==> src/rtl/rf_fill_arbiter.sv <==
// Round-robin arbiter that shares one memory read port among register-file
// entries waiting on a retrieval, and broadcasts each returned value as a fill.
module rf_fill_arbiter #(
  parameter int NCORES = 4,
  localparam int CW = (NCORES > 1) ? $clog2(NCORES) : 1
) (
  input  logic               clk,
  input  logic               rst_n,
  input  logic [NCORES-1:0]  req,
  input  logic [NCORES*16-1:0] req_tag,
  output logic               mem_rd_req,
  output logic [15:0]        mem_addr,
  input  logic               mem_rd_ack,
  input  logic               mem_rd_valid,
  input  logic [15:0]        mem_rd_data,
  output logic               fill_valid,
  output logic [CW-1:0]      fill_core,
  output logic [15:0]        fill_tag,
  output logic [15:0]        fill_val,
  output logic [NCORES-1:0]  fill_mask,
  output logic               busy
);

  typedef enum logic [1:0] {IDLE, ISSUE, WAIT, FILL} state_t;

  state_t        state, state_next;
  logic [CW-1:0] cur_core, last_grant, pick_idx, cand;
  logic [15:0]   cur_tag, cur_val;
  logic          pick_found, load_grant, load_val;
  logic [15:0]   tags [NCORES];

  always_comb begin
    for (int i = 0; i < NCORES; i++) begin
      tags[i] = req_tag[i*16 +: 16];
    end
  end

  // Scan upward from the core after the last grant so every requester gets a turn.
  always_comb begin
    pick_found = 1'b0;
    pick_idx   = '0;
    cand       = '0;
    for (int k = 1; k <= NCORES; k++) begin
      cand = CW'((int'(last_grant) + k) % NCORES);
      if (!pick_found && req[cand]) begin
        pick_found = 1'b1;
        pick_idx   = cand;
      end
    end
  end

  always_ff @(posedge clk or negedge rst_n) begin
    if (!rst_n) state <= IDLE;
    else        state <= state_next;
  end

  always_comb begin
    state_next = state;
    load_grant = 1'b0;
    load_val   = 1'b0;
    case (state)
      IDLE: begin
        if (pick_found) begin
          load_grant = 1'b1;
          state_next = ISSUE;
        end
      end
      ISSUE: begin
        if (mem_rd_ack) begin
          if (mem_rd_valid) begin
            load_val   = 1'b1;
            state_next = FILL;
          end else begin
            state_next = WAIT;
          end
        end
      end
      WAIT: begin
        if (mem_rd_valid) begin
          load_val   = 1'b1;
          state_next = FILL;
        end
      end
      FILL:    state_next = IDLE;
      default: state_next = IDLE;
    endcase
  end

  // The tag is captured at grant time, so later req changes cannot disturb the read.
  always_ff @(posedge clk or negedge rst_n) begin
    if (!rst_n) begin
      cur_core   <= '0;
      cur_tag    <= '0;
      cur_val    <= '0;
      last_grant <= CW'(NCORES - 1);
    end else begin
      if (load_grant) begin
        cur_core <= pick_idx;
        cur_tag  <= tags[pick_idx];
      end
      if (load_val) cur_val <= mem_rd_data;
      if (state == FILL) last_grant <= cur_core;
    end
  end

  assign mem_rd_req = (state == ISSUE);
  assign mem_addr   = (state == ISSUE) ? cur_tag : 16'h0;
  assign fill_valid = (state == FILL);
  assign fill_core  = (state == FILL) ? cur_core : '0;
  assign fill_tag   = (state == FILL) ? cur_tag : 16'h0;
  assign fill_val   = (state == FILL) ? cur_val : 16'h0;
  assign busy       = (state != IDLE);

  // Every entry still waiting on the same tag is satisfied by this one fill.
  always_comb begin
    fill_mask = '0;
    if (state == FILL) begin
      for (int i = 0; i < NCORES; i++) begin
        fill_mask[i] = req[i] && (tags[i] == cur_tag);
      end
    end
  end

endmodule

==> config.mk <==
export PLATFORM = sky130hd
export DESIGN_NAME = rf_fill_arbiter
export DESIGN_NICKNAME = d
export VERILOG_FILES = /design/src/rtl/rf_fill_arbiter.sv
export SDC_FILE = /design/constraint.sdc
export NUM_CORES = 1
export LEC_CHECK = 0
export CAP_MARGIN = 20
export CORE_ASPECT_RATIO = 1.25
export CORE_MARGIN = 1.5
export CORE_UTILIZATION = 43
export DETAILED_ROUTE_END_ITERATION = 12
export HOLD_SLACK_MARGIN = 0.15
export PLACE_DENSITY_LB_ADDON = 0.1
export SYNTH_ARGS = -nofsm -noshare
export SYNTH_HDL_FRONTEND = slang
export SYNTH_SLANG_ARGS = --single-unit
==> constraint.sdc <==
create_clock -name clk -period 2.1 [get_ports clk]
set_input_delay 0.315 -clock clk [delete_from_list [all_inputs] [get_ports clk]]
set_output_delay 0.315 -clock clk [all_outputs]
set_load 0.01 [all_outputs]
==> results of run 1 <==
## placed cells by master (no fill, tap or decap), drive strengths merged, types with 4 or more instances in the layout
cell           instances
nor4                   5
and2                  50
or4                    4
clkbuf                 6
o221ai                16
mux2                  18
mux2i                 32
nand4                 12
o21ai                  5
clkdlybuf4s50         74
nand2                 20
clkdlybuf4s15          7
dlymetal6s2s           7
nor2                   4
xor2                  12
xnor2                 52
dfrtp                 36
buf                   73
nand3                  4
dlygate4sd2           51
inv                    5
ha                     5
## path summary, 6_finish.rpt
path | from | endpoint | slack (ns) | depth (start not counted)
setup / recovery | cur_tag[14] | fill_mask[1] | -0.33 | 7
hold / removal | cur_core[1] | cur_core[1] | 0.49 | 2
setup reg to reg | state[0] | state[0] | -0.08 | 7
hold reg to reg | cur_core[1] | cur_core[1] | 0.49 | 2
max in group asynchronous | rst_n | cur_tag[2] | 1.10 | 3
min in group asynchronous | rst_n | cur_tag[10] | 0.60 | 3
## logic make-up (layout without fill, tap and decap cells)
family                   count (synthesis)  after routing  synth area share
AO/OA/AOI/OAI                           28             28           0.09732
XOR/XNOR                                64             64            0.1716
adder cells (fa/ha/maj)                  5              5           0.01916
buffers and inverters                   38            228           0.06820
flip-flops                              38             38            0.2920
multiplexers                            50             50            0.1602
AND/OR/NAND/NOR                        106            106            0.1916
## cell type report
cell class,instances,share of cell area
clock buffer,6,0.01446
clock inverter,2,0.01051
inverter,6,0.004600
multi-input combinational,253,0.4234
sequential,38,0.1674
tap,92,0.02015
timing repair buffer,214,0.3595
## routing by layer
metal  part of all wire  vias to the layer above  wire, um  global-route usage
li1                   -                     1508         -                   -
met1               0.37                     1556      4221              0.2955
met2               0.53                      121      6033              0.4885
met3              0.055                       30       628             0.05636
met4              0.045                        0       512              0.1260
met5                  0                        -         0                   0
## sequential cells by signal, summed over array words and instances, names as in the netlist
register / count
cur_core: 2
last_grant: 2
state: 2
cur_val: 16
cur_tag: 16
## metrics by stage
step                      cell area [um2]  setup TNS, ns  hold WS, ns
final                                5712         -1.270       0.4892
after global routing                 5712         -1.743       0.5268
after CTS                            5482         -1.038       0.4842
after detailed placement             5061         -3.451       0.4137
after global placement               5061         -2.987       0.4104
after floorplan                      3272              0      0.01941
## repair_timing
action,4_1_cts,5_1_grt
endpoints found under the hold margin,36,0
hold buffers,1,0
pin swaps,14,19
gates resized for setup,119,35
setup buffers,13,6
gates cloned,1,0
endpoints found under the setup margin,55,9
## power by group through the flow
stage          clock (W)  combinational [W]  sequential, W
5_1_grt         0.000829            0.00558        0.00147
4_1_cts         0.000804            0.00486        0.00141
6_report        0.000793            0.00524        0.00142
3_5_place_dp           0            0.00448        0.00143
2_1_floorplan          0            0.00278        0.00123
3_3_place_gp           0            0.00441        0.00141
## worst min-delay path, cell delays in order, from the launching register on
cell	delay, ns
dfrtp_1	0.35
nand2_1	0.05
nand2_1	0.06
==> results by group, run 1 <==
Synth
  • #FFs+latches synth: 38
  • Post-Syn Area: 0.003266 mm2
  • Sequential fraction of the synthesis area: 0.2920
  • Most frequent cells after synthesis: xnor2_1, and2_1, dfrtp_1
  • Most frequent cell after synthesis: xnor2_1
  • Synth unique cells: 39
  • Synth Area per Inst: 9.926 um2
  • Area contributors post-synth: dfrtp_1, xnor2_1, mux2i_1
  • Syn_nets: 422
  • Yosys warns: 0
  • Number of synthesized flops with an enable pin: 0
  • Synth async-reset ratio: 1.000
  • Yosys top cell by area: dfrtp_1
  • Main synth FF type: dfrtp_1
  • Post-synth top area share: 0.2759
  • Cells after Synth: 329

Clocking
  • Clock sink count: 38
  • H-Tree Depth: 2
  • CTS buffer count: 5
  • CTS tree: done
  • Skew-Pair Late Insertion Delay: 0.30 ns
  • Max clock buf depth: 2
  • Worst-path clk slew: 0.09 ns
  • Root Buffer: clkbuf_8

Job
  • Max-Cap Viols: 0

Pwr
  • Total power: 0.007450 W
  • Sw frac: 0.3919
  • Static leakage: 2.651 nW
  • Power Internal: 0.004530 W
  • Max VDD drop: 0.7547 mV
  • Net switching power: 0.002919 W
  • Seq pwr share: 0.190
  • Combinational cell fraction of total power: 0.703
  • PwrDens: 1304 mW/mm2
  • Clock Power Share: 0.106

Critical path
  • Setup CP Type: reg2out
  • CP Max Fanout: 3
  • CP Cell Sequence: buf_6 -> xnor2_2 -> nand4_1 -> or4_4 -> nor4_4 -> buf_4 -> buf_6
  • Critical Path Start Type: flop
  • Buf/Inv on CP: 3
  • Critical path arrival: 2.11 ns
  • Worst Setup End Kind: primary output
  • Slowest cell delay on critical path: 0.56 ns
  • Crit-path most repeated cell: buf_6
  • Slowest cell on crit path: or4_4
  • CP delay by family, top: simple AND/OR/NAND/NOR gates
  • CP required: 1.78 ns

Finish
  • Share of cells above drive strength 1: 0.3044
  • Number of antenna diodes: 0
  • Area of the multi-input gates: 0.002419 mm2
  • Final core occ: 0.7764
  • Layout area overhead: 74.90%
  • # fillers: 507
  • Final Non-Filler Cells: 611
  • Register Area: 955.9 um2
  • Total Nets Final: 611

Die
  • Io pins: 145
  • Die Area: 0.008130 mm2
  • Die Wd: 80.95 um
  • Std cell rows: 35
  • Area of the core: 0.007357 mm2
  • Die Y: 100.4 um
  • Starting Density: 0.4439

GRT
  • Initial antenna violation count: 0
  • Pin count of the biggest net entering global routing: 39
  • Gr usage total: 0.2703
  • Number of global-route vias before repair: 3,389
  • First-pass GRT wire length: 16.45 mm
  • GR Overflow Total: 0

Hold path
  • HP Class: reg2reg

STA
  • Final Hold Fails: 0
  • Final setup vio count: 5
  • Max-slew headroom: 0.6370
  • Skew final: 0.008629 ns
  • Fin. max-slew vios: 0
  • Worst-margin pin slew: 0.5445 ns
  • Final period util: 1.157
  • Max frequency: 411.6 MHz
  • Crit path time final: 2.430 ns
  • RSZ-0062 raised after global routing: true
  • Post-route setup slack: -0.3296 ns

Place
  • Cells after DPL: 583
  • Dpl ws: -0.7462 ns
  • Hpwl dp: 7.934 mm
  • PortBufs: 144
  • Routability congestion estimate: 0.8870

Detailed routing
  • Total routed wirelength: 11.40 mm
  • Vias/cell: 5.262
  • Final ANT Viol Nets: 0
  • Pre-antenna DRT Iters: 4
  • Vias: 3,215
  • DRT iter0 DRCs: 101
  • WL/cell: 18.65 um
  • DRC viols: 0

Outcome
  • Status: finished, violations left
  • Violated checks: setup timing
(Power assumes the default switching activity.)
==> run 2: changes to the inputs <==
--- a/config.mk
+++ b/config.mk
@@ -7,8 +7,7 @@
 export LEC_CHECK = 0
 export CAP_MARGIN = 20
 export CORE_ASPECT_RATIO = 1.25
-export CORE_MARGIN = 1.5
-export CORE_UTILIZATION = 43
+export CORE_UTILIZATION = 46
 export DETAILED_ROUTE_END_ITERATION = 12
 export HOLD_SLACK_MARGIN = 0.15
 export PLACE_DENSITY_LB_ADDON = 0.1
==> constraint.sdc (replaced) <==
create_clock -name clk -period 2.9 [get_ports clk]
set_input_delay 0.435 -clock clk [delete_from_list [all_inputs] [get_ports clk]]
set_output_delay 0.435 -clock clk [all_outputs]
set_load 0.01 [all_outputs]
==> results by group, run 2 (same netlist as run 1, synthesis figures left out) <==
Finish
  • Final instance area: 0.004850 mm2
  • Total Nets Final: 558
  • Share of cells above drive strength 1: 0.1481
  • Most frequent cells in the layout: clkdlybuf4s50_1, and2_1, xnor2_1, dfrtp_1, mux2i_1
  • Number of antenna diodes: 0
  • Largest registers: cur_tag (16), cur_val (16)
  • Commonest non-fill, non-tap cell in the layout: clkdlybuf4s50_1
  • Final core occ: 0.6994
  • Layout area overhead: 48.51%

Place
  • Routability congestion estimate: 0.8318
  • Dpl ws: -0.2006 ns
  • DP Area: 0.004742 mm2
  • Hpwl dp: 7.479 mm
  • PortBufs: 144

GRT
  • GR Overflow Total: 0
  • Gr usage total: 0.2540
  • First-pass GRT wire length: 14.67 mm
  • Number of global-route vias before repair: 2,897
  • Pin count of the biggest net entering global routing: 39
  • Initial antenna violation count: 0

Clocking
  • Clock sink count: 38
  • H-Tree Depth: 2
  • Worst-path clk slew: 0.08 ns
  • Max clock buf depth: 2
  • Hold-fix buffers, CTS: 0
  • CTS buffer count: 5
  • Skew-Pair Late Insertion Delay: 0.29 ns
  • CTS tree: done
  • Root Buffer: clkbuf_8

Detailed routing
  • Vias/cell: 5.185
  • Final ANT Viol Nets: 0
  • DRC viols: 0
  • Pre-antenna DRT Iters: 4
  • DRT iter0 DRCs: 101
  • Vias: 2,883
  • WL/cell: 16.87 um
  • Total routed wirelength: 9.382 mm

STA
  • Crit path time final: 2.747 ns
  • RSZ-0062 raised after global routing: false
  • Setup_tns: 0 ns
  • Worst-margin pin slew: 0.9267 ns
  • Post-route setup slack: 0.1532 ns
  • Fin. max-slew vios: 0
  • Max frequency: 364.1 MHz
  • Final Hold Fails: 0
  • Final setup vio count: 0
  • Final period util: 0.9472
  • Max-slew headroom: 0.3822
  • WHS: 0.2740 ns
  • Skew final: 0.004106 ns

Pwr
  • Max VDD drop: 0.4662 mV
  • PwrDens: 871.3 mW/mm2
  • Static leakage: 1.942 nW

Critical path
  • CP Max Fanout: 2
  • Worst Setup End Kind: primary output
  • Worst setup path endpoint: fill_mask[2]
  • Reg2Reg Launch Point: state[1]
  • Critical path arrival: 2.31 ns
  • Setup CP Type: in2out
  • R2R Setup Slk: 0.75 ns
  • CP required: 2.47 ns
  • Critical Path Start Type: input port
  • CP Launch Point: req_tag[32]
  • Worst Reg-to-Reg Cells: 6
  • R2R Path End: cur_val[10]

Job
  • Max-Cap Viols: 0

Die
  • Std cell rows: 34
  • Die Area: 0.007442 mm2
  • Area of the core: 0.006934 mm2
  • Die Y: 96.20 um
  • Die Wd: 77.36 um
  • Starting Density: 0.4709
  • Io pins: 145

Hold path
  • HP Class: in2async

Outcome
  • Status: finished clean
## run 2: cell types whose count changed in the layout (fill, tap and decap cells not counted), sizes merged, moves of 2 or more
| cell | previous run | this run |
|---|---|---|
| clkinv | 0 | 2 |
| clkdlybuf4s50 | 74 | 139 |
| dlygate4sd2 | 51 | 4 |
| clkdlybuf4s15 | 7 | 0 |
| bufinv | 2 | 0 |
| dlymetal6s2s | 7 | 0 |
| buf | 73 | 18 |
## run 2: how the worst min path moves through the flow
stage / startpoint / to
final: rst_n / cur_tag[13]
after global routing: rst_n / cur_tag[13]
after CTS: rst_n / cur_core[0]
after detailed placement: cur_core[1] / cur_core[1]
after global placement: cur_core[1] / cur_core[1]
after floorplan: rst_n / cur_core[0]
## run 2: timing repair
| item | 4_1_cts | 5_1_grt |
|---|---|---|
| setup endpoints to repair | 4 | 0 |
| buffers inserted | 0 | 0 |
| gates resized for setup | 7 | 0 |
## run 2: cell type report
cell class,count,area (um2)
Clock buffer,5,68.82
Clock inverter,3,21.27
Fill cell,567,2085
Inverter,6,22.52
Multi-Input combinational cell,253,2112
Sequential cell,38,953.4
Tap cell,90,112.6
Timing Repair Buffer,161,1559
## run 2: per-layer routing
metal	wire length, um	track usage	up-vias
met1	3688	0.2932	1389
li1	-	-	1392
met3	475	0.04171	9
met2	5081	0.4823	93
met4	137	0.07075	0
met5	0	0	-
## run 2: per-stage QoR
step                instances  total power, W
CTS                       556        0.004282
finish                    556        0.004226
global placement          548        0.003806
global route              556        0.004539
detailed placement        548        0.003873
floorplan                 329        0.002894
## run 2: report_power, final
group	total (W)	internal (W)	switching [W]
logic	0.00270	0.00151	0.00119
registers	0.00115	0.000809	0.000346
clock network	0.000373	0.000169	0.000204
total	0.00423	0.00248	0.00174
## run 2: critical path: stages
cell,delay [ns]
clkdlybuf4s50_1,0.51
xnor2_2,0.14
nand4_1,0.12
or4_1,0.56
nor4_1,0.23
dlygate4sd2_1,0.31
==> run 3: changes to the inputs <==
--- a/config.mk
+++ b/config.mk
@@ -5,7 +5,7 @@
 export SDC_FILE = /design/constraint.sdc
 export NUM_CORES = 1
 export LEC_CHECK = 0
-export CAP_MARGIN = 20
+export CAP_MARGIN = 30
 export CORE_ASPECT_RATIO = 1.25
 export CORE_UTILIZATION = 46
 export DETAILED_ROUTE_END_ITERATION = 12
==> results by group, run 3 (same netlist as run 1, synthesis figures left out) <==
Outcome
  • Status: finished clean

Place
  • Hpwl dp: 7.479 mm
  • Routability congestion estimate: 0.8318
  • PortBufs: 144

Pwr
  • Total power: 0.004234 W
  • PwrDens: 867.7 mW/mm2
  • Static leakage: 1.955 nW
  • Max VDD drop: 0.4662 mV

Finish
  • # fillers: 564
  • Most frequent cells in the layout: clkdlybuf4s50_1, and2_1, xnor2_1, dfrtp_1, mux2i_1
  • Commonest non-fill, non-tap cell in the layout: clkdlybuf4s50_1
  • Share of cells above drive strength 1: 0.1496
  • Total Nets Final: 560
  • Largest registers: cur_tag (16), cur_val (16)
  • Number of antenna diodes: 0
  • Final core occ: 0.7037
  • Layout area overhead: 49.43%

Critical path
  • CP required: 2.47 ns
  • Worst setup path endpoint: fill_mask[2]
  • CP Launch Point: req_tag[32]
  • R2R Setup Slk: 0.74 ns
  • Reg2Reg Launch Point: state[1]
  • CP Max Fanout: 2
  • Critical path arrival: 2.31 ns
  • Setup CP Type: in2out
  • Worst Setup End Kind: primary output
  • Worst Reg-to-Reg Cells: 6
  • R2R Path End: cur_val[10]
  • Critical Path Start Type: input port

Clocking
  • Max clock buf depth: 2
  • Total setup buffers inserted after CTS: 0
  • Skew-Pair Late Insertion Delay: 0.29 ns
  • H-Tree Depth: 2
  • Clock sink count: 38
  • CTS tree: done
  • Worst-path clk slew: 0.08 ns
  • CTS buffer count: 5
  • Root Buffer: clkbuf_8

Die
  • Starting Density: 0.4709
  • Std cell rows: 34
  • Die Area: 0.007442 mm2
  • Io pins: 145
  • Die Wd: 77.36 um
  • Area of the core: 0.006934 mm2
  • Die Y: 96.20 um

Detailed routing
  • Total routed wirelength: 9.415 mm
  • WL/cell: 16.87 um
  • Vias/cell: 5.179
  • Final ANT Viol Nets: 0
  • DRT iter0 DRCs: 130
  • Pre-antenna DRT Iters: 4
  • DRC viols: 0
  • Vias: 2,890

GRT
  • Initial antenna violation count: 0
  • Number of global-route vias before repair: 2,897
  • First-pass GRT wire length: 14.67 mm
  • Pin count of the biggest net entering global routing: 39
  • Gr usage total: 0.2540
  • GR Overflow Total: 0

STA
  • Worst-margin pin slew: 0.6851 ns
  • Crit path time final: 2.748 ns
  • Max-slew headroom: 0.5432
  • Skew final: 0.003265 ns
  • Fin. max-slew vios: 0
  • Setup_tns: 0 ns
  • Final Hold Fails: 0
  • Final period util: 0.9476
  • Final setup vio count: 0
  • RSZ-0062 raised after global routing: false
  • Max frequency: 363.9 MHz

Hold path
  • HP Class: in2async

Job
  • Max-Cap Viols: 0
[run 3: changes by cell type in the layout (fill, tap and decap cells not counted), sizes merged]
cell	previous run	this run
buf	18	19
dlygate4sd3	0	1
[run 3: worst min-delay path by stage]
stage,from,endpoint,slack [ns],depth (start not counted)
detailed placement,cur_core[1],cur_core[1],0.47,2
floorplan,rst_n,cur_core[0],0.14,0
CTS,rst_n,cur_core[0],0.31,1
finish,rst_n,cur_tag[13],0.46,2
global placement,cur_core[1],cur_core[1],0.47,2
global route,rst_n,cur_tag[13],0.46,2
[run 3: metal layers]
metal / GRT usage / part of all wire / vias to the layer above
li1: - / - / 1397
met1: 0.2932 / 0.40 / 1388
met4: 0.07075 / 0.015 / 0
met2: 0.4823 / 0.54 / 96
met3: 0.04171 / 0.047 / 9
met5: 0 / 0 / -
[run 3: layout make-up]
type / instances / area, um2 / area share
tap: 90 / 112.6 / 0.02308
inverter: 6 / 22.52 / 0.004615
sequential: 38 / 953.4 / 0.1954
timing repair buffer: 163 / 1589 / 0.3256
clock buffer: 5 / 68.82 / 0.01410
clock inverter: 3 / 21.27 / 0.004359
multi-input combinational: 253 / 2112 / 0.4328
[run 3: power breakdown]
part	leakage, nW	switching, W	internal [W]	total, W
registers	0.456	0.000347	0.000809	0.00116
logic	1.45	0.00119	0.00151	0.00271
clock network	0.0441	0.000204	0.000169	0.000373
[run 3: per-stage QoR]
step	instances	area, um2	hold slack (ns)	setup slack [ns]
6_report	558	4880	0.4592	0.1520
3_5_place_dp	548	4742	0.4744	-0.2006
4_1_cts	556	4850	0.3110	0.1603
5_1_grt	558	4880	0.4575	0.07274
2_1_floorplan	329	3266	0.1394	0.6535
3_3_place_gp	548	4742	0.4666	-0.1204
[run 3: timing repair]
| item | CTS | global route |
|---|---|---|
| endpoints found under the hold margin | 0 | 5 |
| endpoints found under the setup margin | 4 | 0 |
| hold buffers | 0 | 1 |
| resized for setup | 7 | 0 |
[run 3: critical path, stage by stage]
cell	delay, ns
clkdlybuf4s50_1	0.51
xnor2_2	0.14
nand4_1	0.12
or4_1	0.56
nor4_1	0.23
dlygate4sd2_1	0.31
